--- config.mk ---
export PLATFORM = sky130hd
export DESIGN_NAME = led_matrix_capture
export DESIGN_NICKNAME = d
export VERILOG_FILES = /design/src/rtl/life_pkg.sv /design/src/rtl/scan_settle_filter.sv /design/src/rtl/led_matrix_capture.sv
export SDC_FILE = /design/constraint.sdc
export NUM_CORES = 1
export LEC_CHECK = 0
export CAP_MARGIN = 20
export CORE_MARGIN = 2
export CORE_UTILIZATION = 30
export DETAILED_ROUTE_END_ITERATION = 12
export MAX_ROUTING_LAYER = met4
export PLACE_DENSITY_LB_ADDON = 0.08
export SETUP_SLACK_MARGIN = 0.3
export SLEW_MARGIN = 15
export SYNTH_ARGS = -nofsm -noshare
export SYNTH_HDL_FRONTEND = slang
export SYNTH_SLANG_ARGS = --single-unit
--- constraint.sdc ---
create_clock -name clk -period 4.56 [get_ports clk]
set_input_delay 0.912 -clock clk [delete_from_list [all_inputs] [get_ports clk]]
set_output_delay 0.912 -clock clk [all_outputs]
set_load 0.005 [all_outputs]
--- src/rtl/life_pkg.sv ---
// Shared types for the Life display driver and its scan-capture counterpart.
package life_pkg;

    localparam int LIFE_N = 8;

    typedef logic [LIFE_N*LIFE_N-1:0] frame_t;

    typedef enum logic {
        SYNC,
        CAPTURE
    } capture_state_t;

    // Classification of a normalized row-select code.
    typedef enum logic [1:0] {
        ROW_BLANK,
        ROW_VALID,
        ROW_MULTI
    } row_class_t;

endpackage

--- src/rtl/scan_settle_filter.sv ---
// Input register, polarity normalization, stability filter and row-code
// classifier for the multiplexed row/column scan lines. Emits a single-cycle
// event when a {row, col} pair has been stable for SETTLE_CYCLES samples.
module scan_settle_filter
    import life_pkg::*;
#(
    parameter int N               = LIFE_N,
    parameter int SETTLE_CYCLES   = 2,
    parameter int ROW_ACTIVE_HIGH = 1,
    parameter int COL_ACTIVE_HIGH = 1,
    localparam int RW             = (N > 1) ? $clog2(N) : 1
) (
    input  logic          clk,
    input  logic          rst,
    input  logic [N-1:0]  rows_i,
    input  logic [N-1:0]  cols_i,
    output logic          evt_o,
    output row_class_t    evt_class_o,
    output logic [RW-1:0] evt_row_o,
    output logic [N-1:0]  evt_cols_o
);

    localparam int CW = $clog2(SETTLE_CYCLES + 1);

    logic [N-1:0]  row_q, col_q;
    logic [N-1:0]  prev_row_q, prev_col_q;
    logic [CW-1:0] cnt_q, cnt_d;
    logic          fire;
    row_class_t    cls;
    logic [RW-1:0] idx;
    int            ones;

    // Sample the scan lines once and convert them to active-high.
    always_ff @(posedge clk) begin
        if (rst) begin
            row_q <= '0;
            col_q <= '0;
        end else begin
            row_q <= (ROW_ACTIVE_HIGH != 0) ? rows_i : ~rows_i;
            col_q <= (COL_ACTIVE_HIGH != 0) ? cols_i : ~cols_i;
        end
    end

    // Dwell counter: restarts on any change, saturates once settled so a
    // held pair fires exactly once.
    always_comb begin
        cnt_d = cnt_q;
        fire  = 1'b0;
        if ({row_q, col_q} != {prev_row_q, prev_col_q}) begin
            cnt_d = CW'(1);
            fire  = (SETTLE_CYCLES == 1);
        end else if (cnt_q != CW'(SETTLE_CYCLES)) begin
            cnt_d = cnt_q + CW'(1);
            fire  = (cnt_q == CW'(SETTLE_CYCLES - 1));
        end
    end

    // Blank / one-hot / multi classification of the sampled row code.
    always_comb begin
        ones = 0;
        idx  = '0;
        for (int i = 0; i < N; i++) begin
            if (row_q[i]) begin
                ones = ones + 1;
                idx  = RW'(i);
            end
        end
        if (ones == 0)      cls = ROW_BLANK;
        else if (ones == 1) cls = ROW_VALID;
        else                cls = ROW_MULTI;
    end

    // Track previous sample and register the event with its payload.
    always_ff @(posedge clk) begin
        if (rst) begin
            prev_row_q  <= '0;
            prev_col_q  <= '0;
            cnt_q       <= CW'(SETTLE_CYCLES);
            evt_o       <= 1'b0;
            evt_class_o <= ROW_BLANK;
            evt_row_o   <= '0;
            evt_cols_o  <= '0;
        end else begin
            prev_row_q  <= row_q;
            prev_col_q  <= col_q;
            cnt_q       <= cnt_d;
            evt_o       <= fire;
            evt_class_o <= cls;
            evt_row_o   <= idx;
            evt_cols_o  <= col_q;
        end
    end

endmodule

--- src/rtl/led_matrix_capture.sv ---
// Rebuilds full frames from the multiplexed 8x8 row/column scan of the Life
// display driver, checks scan order and row encoding, and publishes each
// completed frame with a one-cycle valid pulse.
// Optional feature macro: LIFE_CAPTURE_DIFF_EN adds frame_changed.
module led_matrix_capture
    import life_pkg::*;
#(
    parameter int N               = LIFE_N,
    parameter int SETTLE_CYCLES   = 2,
    parameter int ROW_ACTIVE_HIGH = 1,
    parameter int COL_ACTIVE_HIGH = 1
) (
    input  logic           clk,
    input  logic           rst,
    input  logic [N-1:0]   rows_in,
    input  logic [N-1:0]   columns_in,
    output logic [N*N-1:0] frame_out,
    output logic           frame_valid,
    output logic           scan_error,
    output logic [15:0]    frame_count
`ifdef LIFE_CAPTURE_DIFF_EN
    ,
    output logic           frame_changed
`endif
);

    localparam int RW = (N > 1) ? $clog2(N) : 1;

    logic           evt;
    row_class_t     evt_class;
    logic [RW-1:0]  evt_row;
    logic [N-1:0]   evt_cols;

    capture_state_t state_q, state_d;
    logic [RW-1:0]  exp_row_q, exp_row_d;
    logic [N*N-1:0] shadow_q, shadow_d;
    logic [N*N-1:0] frame_q, frame_d;
    logic           valid_q, valid_d;
    logic           err_q, err_d;
    logic [15:0]    count_q, count_d;
`ifdef LIFE_CAPTURE_DIFF_EN
    logic           changed_q, changed_d;
`endif

    scan_settle_filter #(
        .N               (N),
        .SETTLE_CYCLES   (SETTLE_CYCLES),
        .ROW_ACTIVE_HIGH (ROW_ACTIVE_HIGH),
        .COL_ACTIVE_HIGH (COL_ACTIVE_HIGH)
    ) u_filter (
        .clk         (clk),
        .rst         (rst),
        .rows_i      (rows_in),
        .cols_i      (columns_in),
        .evt_o       (evt),
        .evt_class_o (evt_class),
        .evt_row_o   (evt_row),
        .evt_cols_o  (evt_cols)
    );

    // Frame assembly: next-state, shadow buffer and output updates.
    always_comb begin
        state_d   = state_q;
        exp_row_d = exp_row_q;
        shadow_d  = shadow_q;
        frame_d   = frame_q;
        valid_d   = 1'b0;
        err_d     = 1'b0;
        count_d   = count_q;
`ifdef LIFE_CAPTURE_DIFF_EN
        changed_d = 1'b0;
`endif
        if (evt) begin
            case (state_q)
                SYNC: begin
                    if (evt_class == ROW_VALID && evt_row == '0) begin
                        shadow_d[0 +: N] = evt_cols;
                        exp_row_d        = RW'(1);
                        state_d          = CAPTURE;
                    end
                end
                CAPTURE: begin
                    if (evt_class == ROW_MULTI) begin
                        err_d     = 1'b1;
                        exp_row_d = '0;
                        state_d   = SYNC;
                    end else if (evt_class == ROW_VALID) begin
                        if (evt_row == exp_row_q) begin
                            shadow_d[int'(evt_row)*N +: N] = evt_cols;
                            if (evt_row == RW'(N - 1)) begin
                                frame_d   = shadow_d;
                                valid_d   = 1'b1;
                                count_d   = count_q + 16'd1;
                                exp_row_d = '0;
`ifdef LIFE_CAPTURE_DIFF_EN
                                changed_d = (shadow_d != frame_q);
`endif
                            end else begin
                                exp_row_d = exp_row_q + RW'(1);
                            end
                        end else begin
                            // Out of order; a row 0 restarts the frame at once.
                            err_d = 1'b1;
                            if (evt_row == '0) begin
                                shadow_d[0 +: N] = evt_cols;
                                exp_row_d        = RW'(1);
                            end else begin
                                exp_row_d = '0;
                                state_d   = SYNC;
                            end
                        end
                    end
                end
                default: state_d = SYNC;
            endcase
        end
    end

    // State, shadow buffer and output registers.
    always_ff @(posedge clk) begin
        if (rst) begin
            state_q   <= SYNC;
            exp_row_q <= '0;
            shadow_q  <= '0;
            frame_q   <= '0;
            valid_q   <= 1'b0;
            err_q     <= 1'b0;
            count_q   <= '0;
`ifdef LIFE_CAPTURE_DIFF_EN
            changed_q <= 1'b0;
`endif
        end else begin
            state_q   <= state_d;
            exp_row_q <= exp_row_d;
            shadow_q  <= shadow_d;
            frame_q   <= frame_d;
            valid_q   <= valid_d;
            err_q     <= err_d;
            count_q   <= count_d;
`ifdef LIFE_CAPTURE_DIFF_EN
            changed_q <= changed_d;
`endif
        end
    end

    assign frame_out   = frame_q;
    assign frame_valid = valid_q;
    assign scan_error  = err_q;
    assign frame_count = count_q;
`ifdef LIFE_CAPTURE_DIFF_EN
    assign frame_changed = changed_q;
`endif

endmodule
==> flow_metrics.env, run 1 <==
export IMPL_dieArea_um2=29000
export IMPL_remaining_drc_errors=0
export IMPL_arrival_ns=4.40
export IMPL_ys_types=50
export IMPL_num_io_pins=100
export IMPL_relSlewSlack=0.433
export IMPL_cts_htree_levels=4
export IMPL_fmax_mhz=244
export IMPL_yosysWarnings=0
export IMPL_synth_edff_count=0
export IMPL_rows=60
export IMPL_p_per_area_nw_per_um2=349
export IMPL_criticalPathCategory="reg2reg"
export IMPL_p_leak_nw=3.55
export IMPL_rsz0062_at_grt="false"
export IMPL_insertedDiodeCount=0
export IMPL_ys_ff_latch=190
export IMPL_total_power_w=0.00362
export IMPL_skew_ns=0.0138
export IMPL_critPathTopFamily="adder cells"
export IMPL_cap_violations=0
export IMPL_grt_ovfl_total=0
export IMPL_nets=1022
export IMPL_cpPeakStageDelay_ns=0.38
export IMPL_via_count=6274
export IMPL_end_kind="register"
export IMPL_drtPass1Iterations=4
export IMPL_cts_inserted_buffers=17
export IMPL_hpwl_mm=13.8
export IMPL_core_area_um2=27000
export IMPL_seqCellArea_um2=3810
export IMPL_final_common_cell="nor2_1"
export IMPL_finalHoldViolations=0
export IMPL_die_h_um=170
export IMPL_maxSlewViolCount=0
export IMPL_wl_per_cell_um=15.6
export IMPL_fillers=2807
export IMPL_vias_per_cell=4.67
export IMPL_critPathSlowestCell="dfxtp_4"
export IMPL_clockBufferDepth=2
export IMPL_setup_tns_final_ns=0
export IMPL_routed_wl_mm=20.9
export IMPL_worstHoldPathType="reg2reg"
export IMPL_insertion_delay_ns=0.44
export IMPL_grt_pass1_vias=6218
export IMPL_async_flop_share=0
export IMPL_syn_nets=952
export IMPL_netlist_area_um2=8290
export IMPL_required_ns=4.86
export IMPL_cp_max_fo=4
export IMPL_syn_area_per_cell_um2=9.01
export IMPL_cpMostUsedCell="ha_4"
export IMPL_cts_sinks=190
export IMPL_outcome="complete, no violations"
export IMPL_dieWidth_um=170
export IMPL_worstPathBufferInverterCount=3
export IMPL_grtUsageTotal=0.154
export IMPL_cts_tree="done"
export IMPL_netlist_instances=920
export IMPL_grt_first_pass_wirelength_mm=34.1
export IMPL_worst_pin_slew_ns=0.851
export IMPL_worstSetupStartpointType="register"
export IMPL_antenna_found_initial=0
export IMPL_clk_pin_slew_ns=0.07
export IMPL_start_util=0.307
export IMPL_synth_seq_area_share=0.459
export IMPL_areaGrowthSynthToFinish_pct=25.3
export IMPL_setup_violations=0
export IMPL_final_cell_mix="nor2_1 (196), dfxtp_1 (187), clkdlybuf4s50_1 (98)"
export IMPL_drt_initial_drc_count=319
export IMPL_crit_path_cell_trace="inv_2 -> ha_4 -> xnor2_4 -> inv_2 -> ha_4 -> and2_4 -> a21o_1 -> ha_4 -> nor2_4 -> nor2_1 -> ha_1 -> nand2_2 -> o31ai_4 -> ha_4 -> and2_4 -> buf_4 -> xnor2_1 -> mux2_2 -> o21ai_0 -> a32oi_2 -> nor3b_2"
export IMPL_multiInputGateArea_um2=4360
export IMPL_period_share=0.899
export IMPL_fin_crit_ns=4.10
export IMPL_vdd_drop_max_mv=0.180
export IMPL_drtAntennaViolNets=0
export IMPL_gp_congestion=0.774
export IMPL_drive_gt1_frac=0.0927
export IMPL_clock_tree_root_cell="clkbuf_16"
export IMPL_synth_main_ff_cell="dfxtp_1"
export IMPL_grt_max_degree=132
export IMPL_numPortBuffers=99
-- Yosys cell counts, drive strengths merged, types with 3 or more instances --
cell,number,area share
xor2,12,0.013
a21oi,47,0.028
and3,5,0.0038
nor2b,32,0.024
a21o,3,0.0027
nand3,14,0.0085
mux2i,95,0.11
o21ai,15,0.0091
nor2,205,0.095
xnor2,34,0.036
nor3,5,0.0036
dfxtp,190,0.46
nor3b,5,0.0051
ha,14,0.021
clkbuf,59,0.027
a211oi,69,0.063
nand2,30,0.014
nand4,10,0.0075
or2,3,0.0023
inv,12,0.0054
nand2b,3,0.0023
and2,21,0.016
buf,5,0.0039
or3,4,0.0030
-- final timing paths --
check / cells past startpoint / to / start / slack, ns
worst max-delay path: 21 / u_filter.evt_class_o[0]$_SDFF_PP0_ / u_filter.row_q[0]$_SDFF_PP0_ / 0.46
worst min register to register: 1 / u_filter.evt_cols_o[3]$_SDFF_PP0_ / u_filter.col_q[3]$_SDFF_PP0_ / 0.48
worst max register to register: 21 / u_filter.evt_class_o[0]$_SDFF_PP0_ / u_filter.row_q[0]$_SDFF_PP0_ / 0.46
worst min-delay path: 1 / u_filter.evt_cols_o[3]$_SDFF_PP0_ / u_filter.col_q[3]$_SDFF_PP0_ / 0.48
-- layout make-up --
cell class,count,area share
Timing Repair Buffer,115,0.108
Multi-Input combinational cell,653,0.420
Sequential cell,190,0.367
Tap cell,341,0.0411
Clock buffer,18,0.0423
Clock inverter,14,0.0163
Inverter,13,0.00470
-- power breakdown --
group | internal (W) | switching [W] | total, W
logic | 0.000159 | 0.000180 | 0.000340
clock network | 0.000845 | 0.000725 | 0.00157
registers | 0.00168 | 0.0000333 | 0.00171
-- worst reg2reg max path: cells and delay by family (launching register included) --
family                     cells  cell delay (ns)
adders and majority gates      5             1.25
muxes                          1             0.35
and+or+nand+nor                6             0.79
xor gates and xnor gates       2             0.29
DFF                            1             0.38
AOI/OAI and AO/OA              4             0.68
buffers and inverters          3             0.26
-- flip-flops by register name, summed over array words and instances, names as in the netlist --
register              cells
shadow_q                 64
frame_out                64
state_q                   1
scan_error                1
u_filter.evt_class_o      2
frame_valid               1
u_filter.evt_cols_o       8
u_filter.prev_row_q       8
u_filter.evt_o            1
u_filter.evt_row_o        3
exp_row_q                 3
u_filter.row_q            8
u_filter.cnt_q            2
u_filter.col_q            8
frame_count              16
-- repair_timing --
| action | CTS | global route |
|---|---|---|
| pin swaps | 8 | 13 |
| hold buffers | 0 | 0 |
| cloned | 0 | 0 |
| gates resized for setup | 19 | 18 |
| endpoints found under the setup margin | 2 | 2 |
| buffers inserted | 2 | 5 |
-- cell families (layout without fill, tap and decap cells) --
logic type	count (synthesis)	count (layout)	share of synthesized area
buffers and inverters	77	160	0.0367
XOR/XNOR	48	48	0.0547
multiplexers	97	97	0.117
AND/OR/NAND/NOR	349	349	0.197
adder cells (fa/ha/maj)	14	14	0.0211
flip-flops	190	190	0.459
AO/OA/AOI/OAI	145	145	0.114
-- routing by layer --
layer / wire (µm) / global-route usage / share of wire / vias up
met4: 138 / 0.0338 / 0.0066 / 0
met3: 724 / 0.0323 / 0.035 / 10
li1: - / - / - / 3301
met5: 0 / - / 0 / -
met1: 10900 / 0.215 / 0.52 / 2861
met2: 9160 / 0.229 / 0.44 / 102
-- per-stage QoR --
stage,hold WS (ns),instances,worst slack [ns],util,instance area (µm²)
CTS,0.481,1339,0.319,0.380,10300
detailed placement,0.472,1305,0.0403,0.353,9540
global placement,0.471,1305,0.0712,0.353,9540
floorplan,0.449,920,0.303,-,8290
finish,0.478,1344,0.458,0.384,10400
global route,0.501,1344,0.295,0.384,10400
(Power assumes the default switching activity.)
==> run 2: changes to the inputs <==
--- a/config.mk
+++ b/config.mk
@@ -7,7 +7,7 @@
 export LEC_CHECK = 0
 export CAP_MARGIN = 20
 export CORE_MARGIN = 2
-export CORE_UTILIZATION = 30
+export CORE_UTILIZATION = 50
 export DETAILED_ROUTE_END_ITERATION = 12
 export MAX_ROUTING_LAYER = met4
 export PLACE_DENSITY_LB_ADDON = 0.08
==> run 2 against run 1 <==
Final cell count shrank 9.7%. Hold slack barely moved. Sequential share of layout area rose by 0.83 points. Critical path type unchanged. Largest power group unchanged.
==> flow_metrics.env, run 2 (synthesized netlist as in run 1, its figures left out) <==
export IMPL_vdd_drop_max_mv=0.260
export IMPL_worstSetupStartpointType="register"
export IMPL_wl_per_cell_um=14.7
export IMPL_cap_violations=0
export IMPL_insertedDiodeCount=0
export IMPL_critPathLaunch="u_filter.row_q[1]$_SDFF_PP0_"
export IMPL_post_route_util=0.618
export IMPL_dpl_worst_slack_ns=-0.0229
export IMPL_hpwl_mm=11.7
export IMPL_timing_hold_ws_ns=0.478
export IMPL_period_share=0.915
export IMPL_worstHoldPathType="reg2reg"
export IMPL_rr_endpoint="u_filter.evt_class_o[0]$_SDFF_PP0_"
export IMPL_relSlewSlack=0.289
export IMPL_rows=47
export IMPL_areaGrowthSynthToFinish_pct=22.3
export IMPL_arrival_ns=4.52
export IMPL_setup_ws_ns=0.389
export IMPL_use_met1=0.288
export IMPL_cts_hold_buf=0
export IMPL_nets=1013
export IMPL_critPathSlowestCell="dfxtp_2"
export IMPL_insertion_delay_ns=0.43
export IMPL_via_count=6332
export IMPL_p_leak_nw=3.50
export IMPL_crit_path_cell_trace="ha_2 -> or2_2 -> and2_1 -> ha_1 -> and2_4 -> a21o_1 -> ha_4 -> nor2_4 -> nor2_2 -> ha_4 -> nand2_2 -> o31ai_4 -> ha_4 -> mux2_4 -> ha_4 -> nand4b_1 -> a41o_1 -> a32oi_2 -> nor3b_2"
export IMPL_worst_pin_slew_ns=1.07
export IMPL_use_met3=0.0372
export IMPL_maxSlewViolCount=0
export IMPL_cp_max_fo=3
export IMPL_total_power_w=0.00356
export IMPL_outcome="complete, no violations"
export IMPL_finalHoldViolations=0
export IMPL_cts_htree_levels=4
export IMPL_critPathCapture="u_filter.evt_class_o[0]$_SDFF_PP0_"
export IMPL_reg2reg_from="u_filter.row_q[1]$_SDFF_PP0_"
export IMPL_final_common_cell="nor2_1"
export IMPL_grt_max_degree=136
export IMPL_clock_tree_root_cell="clkbuf_16"
export IMPL_fmax_mhz=240
export IMPL_numPortBuffers=99
export IMPL_start_util=0.505
export IMPL_gp_congestion=0.851
export IMPL_dieWidth_um=133
export IMPL_grtUsageTotal=0.211
export IMPL_cpMostUsedCell="ha_4"
export IMPL_setup_violations=0
export IMPL_num_io_pins=100
export IMPL_r2r_worst_path_cells=19
export IMPL_clk_pin_slew_ns=0.07
export IMPL_skew_ns=0.0109
export IMPL_drtAntennaViolNets=0
export IMPL_end_kind="register"
export IMPL_r2r_slack_ns=0.39
export IMPL_rsz0062_at_grt="false"
export IMPL_cts_tree="done"
export IMPL_criticalPathCategory="reg2reg"
export IMPL_drtPass1Iterations=4
export IMPL_fillers=1472
export IMPL_top_usage_layer="met2"
export IMPL_p_per_area_nw_per_um2=351
export IMPL_drt_initial_drc_count=298
export IMPL_grt_first_pass_wirelength_mm=29.3
export IMPL_critPathTopFamily="adder cells"
export IMPL_min_path_cells=1
export IMPL_drive_gt1_frac=0.0795
export IMPL_core_area_um2=16400
export IMPL_antenna_found_initial=0
export IMPL_die_h_um=133
export IMPL_required_ns=4.91
export IMPL_path_depth=19
export IMPL_fin_crit_ns=4.17
export IMPL_remaining_drc_errors=0
export IMPL_final_cell_mix="nor2_1 (195), dfxtp_1 (187), clkdlybuf4s50_1 (98)"
export IMPL_dieArea_um2=17600
export IMPL_vias_per_cell=5.22
export IMPL_cts_sinks=190
export IMPL_clockBufferDepth=2
export IMPL_routed_wl_mm=17.8
export IMPL_cpPeakStageDelay_ns=0.34
export IMPL_grt_pass1_vias=5774
export IMPL_worstPathBufferInverterCount=0
export IMPL_grt_use_met2=0.324
export IMPL_cts_inserted_buffers=17
export IMPL_grt_ovfl_total=0
run 2: cell types whose count changed in the layout (fill, tap and decap cells not counted), moves of 2 or more:
cell	before	now
clkbuf_1	0	2
dfxtp_4	2	0
buf_4	15	6
inv_6	5	3
dfxtp_2	1	3
inv_1	9	11
inv_2	3	1
clkinv_2	0	2
inv_8	3	0
run 2: metrics by stage:
step | cells | area (µm²) | TNS, ns
2_1_floorplan | 920 | 8290 | 0
3_3_place_gp | 1178 | 9340 | 0
3_5_place_dp | 1178 | 9340 | -0.0229
4_1_cts | 1212 | 10000 | 0
5_1_grt | 1214 | 10100 | 0
6_report | 1214 | 10100 | 0
run 2: worst min-delay path by stage:
stage / start / to / slack [ns]
2_1_floorplan: u_filter.evt_o$_SDFF_PP0_ / scan_error$_SDFF_PP0_ / 0.45
3_3_place_gp: u_filter.col_q[4]$_SDFF_PP0_ / u_filter.evt_cols_o[4]$_SDFF_PP0_ / 0.47
3_5_place_dp: u_filter.col_q[6]$_SDFF_PP0_ / u_filter.evt_cols_o[6]$_SDFF_PP0_ / 0.47
4_1_cts: u_filter.col_q[6]$_SDFF_PP0_ / u_filter.evt_cols_o[6]$_SDFF_PP0_ / 0.48
5_1_grt: u_filter.col_q[5]$_SDFF_PP0_ / u_filter.evt_cols_o[5]$_SDFF_PP0_ / 0.50
6_report: u_filter.col_q[6]$_SDFF_PP0_ / u_filter.evt_cols_o[6]$_SDFF_PP0_ / 0.48
run 2: metal layers:
layer,vias to the layer above,part of all wire
li1,3279,-
met1,2913,0.49
met2,121,0.46
met3,19,0.031
met4,0,0.013
met5,-,0
run 2: cell type report:
type                       count  area (µm²)  share of cell area
tap                          220         275              0.0272
sequential                   190        3810               0.376
multi-input combinational    653        4340               0.428
clock inverter                12         159              0.0157
clock buffer                  20         447              0.0441
inverter                      13        48.8             0.00481
timing repair buffer         106        1060               0.104
run 2: where the power goes:
part / switching, W / internal, W
Sequential: 0.0000359 / 0.00168
Clock: 0.000633 / 0.000882
Combinational: 0.000172 / 0.000154
run 2: repair_timing:
action                     4_1_cts  5_1_grt
buffers inserted                 2        2
setup endpoints to repair        2        2
gates resized for setup         17       14
pin swaps                        6        6
==> run 3: changes to the inputs <==
--- a/config.mk
+++ b/config.mk
@@ -5,6 +5,7 @@
 export SDC_FILE = /design/constraint.sdc
 export NUM_CORES = 1
 export LEC_CHECK = 0
+export ABC_AREA = 1
 export CAP_MARGIN = 20
 export CORE_MARGIN = 2
 export CORE_UTILIZATION = 50
==> run 3 against run 2 <==
Register-to-register slack gained 0.25 ns. Flip-flop and latch count is the same. Via count grew 14%. Sequential power is essentially flat. Hold slack lost 0.047 ns. Final cell count grew 15%. Core utilization grew 0.25 points. Synthesized area shrank 1.2%. Synthesized cell count grew 20%. Cell area shrank 2.4%. Critical endpoint is now u_filter.evt_class_o[1]$_SDFF_PP0_. Largest cell class is now registers.
==> flow_metrics.env, run 3 <==
export IMPL_critPathSlowestCell="dfxtp_4"
export IMPL_grt_ovfl_total=0
export IMPL_switching_power_w=0.000836
export IMPL_drtAntennaViolNets=0
export IMPL_rows=46
export IMPL_remaining_drc_errors=0
export IMPL_clk_pin_slew_ns=0.07
export IMPL_synth_top_cell_area_share=0.464
export IMPL_start_util=0.514
export IMPL_final_common_cell="dfxtp_1"
export IMPL_hpwl_mm=12.6
export IMPL_maxSlewViolCount=0
export IMPL_skew_ns=0.00647
export IMPL_total_power_w=0.00346
export IMPL_worstSetupStartpointType="register"
export IMPL_netlist_area_um2=8190
export IMPL_cts_inserted_buffers=17
export IMPL_cap_violations=0
export IMPL_fillers=1462
export IMPL_cpPeakStageDelay_ns=0.35
export IMPL_p_per_area_nw_per_um2=350
export IMPL_outcome="complete, no violations"
export IMPL_finalHoldViolations=0
export IMPL_wl_per_cell_um=13.4
export IMPL_setup_tns_final_ns=0
export IMPL_p_seq_frac=0.491
export IMPL_final_cell_mix="dfxtp_1 (188), o21ai_0 (178), a21oi_1 (157)"
export IMPL_grtUsageTotal=0.223
export IMPL_relSlewSlack=0.388
export IMPL_synth_most_common_cell="dfxtp_1"
export IMPL_insertedDiodeCount=0
export IMPL_synth_top_cells_by_count="dfxtp_1 (190), o21ai_0 (178), a21oi_1 (157)"
export IMPL_netlist_instances=1100
export IMPL_drtPass1Iterations=5
export IMPL_clockBufferDepth=2
export IMPL_pwr_share_comb=0.076
export IMPL_worstHoldPathType="reg2reg"
export IMPL_via_count=7225
export IMPL_ys_ff_latch=190
export IMPL_ys_types=35
export IMPL_cts_hold_buf=0
export IMPL_drt_initial_drc_count=451
export IMPL_areaGrowthSynthToFinish_pct=20.8
export IMPL_vias_per_cell=5.17
export IMPL_insertion_delay_ns=0.43
export IMPL_required_ns=4.85
export IMPL_period_share=0.859
export IMPL_clkPwrFrac=0.433
export IMPL_worst_pin_slew_ns=0.917
export IMPL_setup_violations=0
export IMPL_drive_gt1_frac=0.0686
export IMPL_die_h_um=132
export IMPL_internal_power_w=0.00263
export IMPL_cp_max_fo=4
export IMPL_dieArea_um2=17400
export IMPL_end_kind="register"
export IMPL_fin_crit_ns=3.92
export IMPL_num_io_pins=100
export IMPL_core_area_um2=15900
export IMPL_placed_area_um2=9210
export IMPL_yosysTopAreaCell="dfxtp_1"
export IMPL_rsz0062_at_grt="false"
export IMPL_synth_main_ff_cell="dfxtp_1"
export IMPL_p_leak_nw=3.92
export IMPL_grt_first_pass_wirelength_mm=31.2
export IMPL_clock_tree_root_cell="clkbuf_16"
export IMPL_grt_pass1_vias=6464
export IMPL_netlist_top_cells_area="dfxtp_1 (46%), o21ai_0 (11%), a21oi_1 (9.6%), nor2_1 (6.2%), nand2_1 (6.1%)"
export IMPL_antenna_found_initial=0
export IMPL_synth_edff_count=0
export IMPL_arrival_ns=4.21
export IMPL_criticalPathCategory="reg2reg"
export IMPL_design_area_um2=9890
export IMPL_cts_htree_levels=4
export IMPL_nets=1200
export IMPL_async_flop_share=0
export IMPL_routed_wl_mm=18.7
export IMPL_cpMostUsedCell="nand2_2"
export IMPL_numPortBuffers=99
export IMPL_vdd_drop_max_mv=0.253
export IMPL_dieWidth_um=132
export IMPL_swShare=0.241
export IMPL_fmax_mhz=255
export IMPL_gp_congestion=0.851
export IMPL_cts_sinks=190
export IMPL_cts_tree="done"
export IMPL_yosysWarnings=0
export IMPL_grt_max_degree=106
export IMPL_syn_nets=1132
export IMPL_synth_seq_area_share=0.464
export IMPL_syn_area_per_cell_um2=7.44
run 3: changes by cell type in the layout (fill, tap and decap cells not counted), moves of 25 or more:
| cell | delta |
|---|---|
| inv_1 | +83 |
| nand3_1 | +25 |
| nor2b_1 | -32 |
| nand2_1 | +98 |
| o21ai_0 | +163 |
| mux2i_1 | -95 |
| nor2_1 | -59 |
| a211oi_1 | -67 |
| a21oi_1 | +111 |
run 3: layout make-up:
class | count | area [µm²] | area share
inverter | 103 | 388 | 0.0392
sequential | 190 | 3810 | 0.385
timing repair buffer | 108 | 1050 | 0.107
clock buffer | 21 | 470 | 0.0476
clock inverter | 11 | 130 | 0.0132
multi-input combinational | 748 | 3770 | 0.381
tap | 216 | 270 | 0.0273
run 3: cells by family after synthesis:
kind of cell,after synthesis,share of synthesized area
AO/OA/AOI/OAI,359,0.223
AND/OR/NAND/NOR,352,0.185
flip-flops,190,0.464
buffers and inverters,162,0.0811
XOR/XNOR,23,0.0246
adder cells (fa/ha/maj),14,0.0214
run 3: path summary, 6_finish.rpt:
kind	startpoint	to	slack (ns)	cells after the start
setup / recovery	u_filter.row_q[1]$_SDFF_PP0_	u_filter.evt_class_o[1]$_SDFF_PP0_	0.64	29
hold / removal	u_filter.col_q[1]$_SDFF_PP0_	u_filter.evt_cols_o[1]$_SDFF_PP0_	0.43	2
setup reg to reg	u_filter.row_q[1]$_SDFF_PP0_	u_filter.evt_class_o[1]$_SDFF_PP0_	0.64	29
hold reg to reg	u_filter.col_q[1]$_SDFF_PP0_	u_filter.evt_cols_o[1]$_SDFF_PP0_	0.43	2
run 3: power by group through the flow:
stage	Sequential, W	Clock (W)	Combinational, W
global placement	0.00174	0	0.000247
finish	0.00170	0.00150	0.000263
floorplan	0.00173	0	0.000196
CTS	0.00170	0.00153	0.000252
global route	0.00170	0.00160	0.000304
detailed placement	0.00174	0	0.000249
run 3: per-layer routing:
layer	up-vias	wire (µm)	track usage
met1	3257	9100	0.302
met5	-	0	-
met4	0	285	0.0713
met2	165	8420	0.341
met3	23	898	0.0361
li1	3780	-	-
run 3: worst max-delay path: cells and delay by family (launching register included):
family / cells / cell delay [ns]
AND/OR/NAND/NOR: 17 / 1.62
flip-flops: 1 / 0.35
buffers and inverters: 6 / 0.28
adder cells (fa/ha/maj): 6 / 1.55
run 3: stage by stage:
step | hold slack, ns | utilization | instances | setup slack [ns]
after floorplan | 0.415 | - | 1100 | 0.560
final | 0.431 | 0.620 | 1397 | 0.643
after global placement | 0.424 | 0.578 | 1362 | 0.366
after global routing | 0.455 | 0.620 | 1397 | 0.320
after detailed placement | 0.423 | 0.578 | 1362 | 0.276
after CTS | 0.433 | 0.616 | 1394 | 0.360
run 3: timing repair:
action                     in CTS  in global routing
setup buffers                   0                  3
setup endpoints to repair       1                  2
gates resized for setup         2                 14
pin swaps                       0                  5
